$ cat src/rtl/tblink_rpc_clkctrl.sv
// tblink_rpc_clkctrl: local command endpoint executing capture, clock-advance and set commands.
// Responses are returned as one or two bytes on the i_ stream; cclock_en gates the cclock divider.
module tblink_rpc_clkctrl #(
    parameter int ADV_SHIFT = 0
) (
    input  logic       uclock,
    input  logic       reset,
    input  logic [7:0] t_dat,
    input  logic       t_valid,
    output logic       t_ready,
    output logic [7:0] i_dat,
    output logic       i_valid,
    input  logic       i_ready,
    output logic       cclock_en,
    input  logic [7:0] dat_i,
    output logic [7:0] dat_o,
    output logic       busy
);
    localparam int CW = 6 + ADV_SHIFT;

    typedef enum logic [2:0] {IDLE, ADV, SETD, RSP0, RSP1} state_t;

    state_t          state_q;
    logic [CW-1:0]   cnt_q;
    logic [7:0]      rsp0_q;
    logic [7:0]      rsp1_q;
    logic [7:0]      dat_q;
    logic            two_q;
    logic [CW-1:0]   adv_ld;
    logic            t_acc;

    assign adv_ld = CW'(t_dat[7:2]) << ADV_SHIFT;
    assign t_acc  = t_valid & t_ready;

    always_ff @(posedge uclock or posedge reset) begin
        if (reset) begin
            state_q <= IDLE;
            cnt_q   <= '0;
            rsp0_q  <= 8'h00;
            rsp1_q  <= 8'h00;
            dat_q   <= 8'h00;
            two_q   <= 1'b0;
        end else begin
            case (state_q)
                IDLE: if (t_acc) begin
                    two_q <= (t_dat[1:0] == 2'b00);
                    case (t_dat[1:0])
                        2'b00: begin
                            rsp0_q  <= 8'h00;
                            rsp1_q  <= dat_i;
                            state_q <= RSP0;
                        end
                        2'b01: begin
                            cnt_q   <= adv_ld;
                            rsp0_q  <= 8'h01;
                            state_q <= (adv_ld == '0) ? RSP0 : ADV;
                        end
                        2'b10: state_q <= SETD;
                        default: begin
                            rsp0_q  <= 8'hFF;
                            state_q <= RSP0;
                        end
                    endcase
                end
                ADV: begin
                    cnt_q <= cnt_q - CW'(1);
                    if (cnt_q == CW'(1)) begin
                        rsp0_q  <= 8'h01;
                        state_q <= RSP0;
                    end
                end
                // the byte after SET is always data, never decoded as a command
                SETD: if (t_acc) begin
                    dat_q   <= t_dat;
                    rsp0_q  <= 8'h02;
                    two_q   <= 1'b0;
                    state_q <= RSP0;
                end
                RSP0: if (i_ready) state_q <= two_q ? RSP1 : IDLE;
                RSP1: if (i_ready) state_q <= IDLE;
                default: state_q <= IDLE;
            endcase
        end
    end

    assign t_ready   = (state_q == IDLE) || (state_q == SETD);
    assign i_valid   = (state_q == RSP0) || (state_q == RSP1);
    assign i_dat     = (state_q == RSP1) ? rsp1_q : (state_q == RSP0) ? rsp0_q : 8'h00;
    assign cclock_en = (state_q == ADV);
    assign busy      = (state_q != IDLE);
    assign dat_o     = dat_q;
endmodule

$ cat config.mk
export PLATFORM = sky130hd
export DESIGN_NAME = tblink_rpc_clkctrl
export DESIGN_NICKNAME = d
export VERILOG_FILES = /design/src/rtl/tblink_rpc_clkctrl.sv
export SDC_FILE = /design/constraint.sdc
export NUM_CORES = 1
export LEC_CHECK = 0
export CORE_ASPECT_RATIO = 2
export CORE_UTILIZATION = 49
export DETAILED_ROUTE_END_ITERATION = 12
export PLACE_DENSITY = 0.8
export SKIP_CTS_REPAIR_TIMING = 1
export SYNTH_ARGS = -nofsm -noshare
export SYNTH_HDL_FRONTEND = slang
export SYNTH_SLANG_ARGS = --single-unit
$ cat constraint.sdc
create_clock -name uclock -period 2.15 [get_ports uclock]
set_input_delay 0.3225 -clock uclock [delete_from_list [all_inputs] [get_ports uclock]]
set_output_delay 0.3225 -clock uclock [all_outputs]
set_load 0.01 [all_outputs]
==> flow_summary.yaml <==
logic_synthesis:
  synth-edff-count: 0
  synth_top_area_cell: "dfrtp_1"
  synthCells: 155
  ys_ff_latch: 29
  ys.flop_type: "dfrtp_1"
  synth.yosys.seq_area_share: 0.451
  synthTopCellsByArea: "dfrtp_1 45%, mux2_2 13%, ha_1 5.4%, a21oi_1 2.8%, a21o_1 2.8%"
  ys_types: 41
  syn_nets: 182
  syn_area_um2: 1610
  ys_async_sr_fraction: 1.00
  avgSynthCellArea_um2: 10.4
  yosys_warnings: 0
  synth.top_cell.area_share: 0.451
drt:
  drt-total-wl_um: 4010
  vias: 1363
  dr.pass1.iters: 4
  vias_per_cell: 5.80
  initialDrtViolationCount: 30
  drc: 0
  antenna_left: 0
  wl_per_cell_um: 17.1
global_routing:
  grt_max_degree: 30
  grt_pass1_vias: 1430
  grt_overflow: 0
  grt_pass1_wl_um: 6430
  grt_use_total: 0.244
  grt_antenna_before_repair: 0
timing:
  max-slew-margin-rel: 0.750
  max_freq_mhz: 478
  clock_skew_ns: 0.00687
  finalHoldWorstSlack_ns: 0.409
  finalHoldViolations: 0
  setup_viol: 0
  post-route-period-util: 0.973
  rsz0062_at_grt: "true"
  worstMarginPinSlew_ns: 0.375
  drv_slew: 0
  period_needed_ns: 2.09
worst_setup_path:
  r2r_slack_ns: 0.41
  critPathArrivalTime_ns: 1.77
  critical_path_class: "reg2out"
  path_max_fanout: 8
  crit_required_ns: 1.83
  start_kind: "flip-flop"
  end_kind: "primary output"
clocking:
  cts_buffers: 5
  htree_levels: 2
  clockBufferDepth: 2
  clockRootBuffer: "clkbuf_8"
  clkSinkCount: 29
  cts_tree: "yes"
  clk_pin_slew_ns: 0.07
  insertion_delay_ns: 0.29
final_layout:
  fillers: 265
  fin_area_um2: 2210
  final_nets: 230
  final_cell_mix: "35 x clkdlybuf4s50_1, 26 x dfrtp_1, 18 x mux2_2"
  drive_gt1_frac: 0.225
  syn_to_final_growth_pct: 37.4
  register_area_um2: 729
  antenna_cells: 0
  final_common_cell: "clkdlybuf4s50_1"
  stdcell_count: 235
  multiInputGateArea_um2: 811
floorplanning:
  die_area_um2: 3530
  num_io_pins: 40
  rows: 29
  die_width_um: 42.5
  die_h_um: 83.1
  initial_core_util: 0.510
  coreArea_um2: 3160
place:
  dp_hpwl_um: 3140
  dp.cells: 227
  io_buffers: 39
  placed_cell_area_um2: 2070
  gp_congestion: 0.922
pwr:
  irDropWorstVdd_v: 0.000932
  p_per_area_nw_per_um2: 1350
  p_leak_nw: 1.08
worst_hold_path:
  min-delay-path-class: "in2async"
run_status:
  outcome: "finished clean"
flow_run:
  maxCapViolations: 0
per-layer routing:
metal | track usage | share of wire | vias to the layer above
li1 | - | - | 646
met1 | 0.218 | 0.33 | 666
met2 | 0.470 | 0.61 | 39
met3 | 0.0609 | 0.033 | 12
met4 | 0.116 | 0.030 | 0
met5 | 0 | 0 | -
stage by stage:
step / setup TNS (ns) / utilization / setup slack (ns) / power, mW
6_report: 0 / 0.701 / 0.0574 / 2.99
5_1_grt: -0.00391 / 0.701 / -0.00215 / 3.17
4_1_cts: -0.596 / 0.694 / -0.0931 / 3.01
3_5_place_dp: -0.00364 / 0.657 / -0.00364 / 2.40
3_3_place_gp: 0 / 0.657 / 0.109 / 2.32
2_1_floorplan: 0 / - / 0.530 / 1.79
critical path, cell delays in order, from the launching register on:
cell             delay [ns]
dfrtp_2                0.44
nor2_1                 0.16
and2_4                 0.21
a22o_1                 0.14
clkdlybuf4s50_1        0.53
where the power goes:
part	total, mW	internal, mW	switching (mW)
Clock	0.591	0.377	0.214
Sequential	1.00	0.813	0.190
Combinational	1.40	0.751	0.649
path summary, 6_finish.rpt:
path	startpoint	endpoint	cells after the start
worst max-delay path	state_q[1]$_DFFE_PP0P_	i_dat[0]	4
worst min-delay path	reset	dat_o[5]$_DFFE_PP0P_	3
worst max register to register	cnt_q[2]$_DFFE_PP0P_	rsp0_q[1]$_DFFE_PP0P_	4
worst min register to register	two_q$_DFFE_PP0P_	two_q$_DFFE_PP0P_	2
max in group asynchronous	reset	state_q[0]$_DFFE_PP0P_	3
min in group uclock	two_q$_DFFE_PP0P_	two_q$_DFFE_PP0P_	2
registers in the layout, summed over array words and instances (netlist names):
| name | count |
|---|---|
| two_q | 1 |
| rsp1_q | 8 |
| rsp0_q | 3 |
| cnt_q | 6 |
| state_q | 3 |
| dat_o | 8 |
area by class of cell:
type                            count  share of cell area
Timing Repair Buffer               50               0.218
Clock inverter                      1              0.0136
Multi-Input combinational cell    108               0.367
Sequential cell                    29               0.330
Clock buffer                        7              0.0390
Tap cell                           31              0.0175
Inverter                            9              0.0153
kinds of logic (layout without fill, tap and decap cells):
kind of cell / Yosys count / in the layout / share of synthesized area
and+or+nand+nor: 46 / 46 / 0.161
AOI/OAI and AO/OA: 34 / 34 / 0.139
DFF: 29 / 29 / 0.451
muxes: 20 / 20 / 0.138
buffers and inverters: 18 / 67 / 0.0505
adders and majority gates: 8 / 8 / 0.0606
cells in the mapped netlist (2+ instances only):
cell type  number
a21oi_1         9
nor3_1          4
a211oi_1        2
nor2_1         12
and2_1          2
ha_1            7
mux2i_1         2
o32ai_1         2
mux2_2         18
nand3_1         2
buf_2           5
clkbuf_1        3
nand2b_1        4
inv_1           8
a21o_1          6
nor3b_1         2
dfrtp_1        29
a22o_1          2
nand2_1         8
o22ai_1         2
o21ai_0         6
Power figures use the tool's default switching activity.
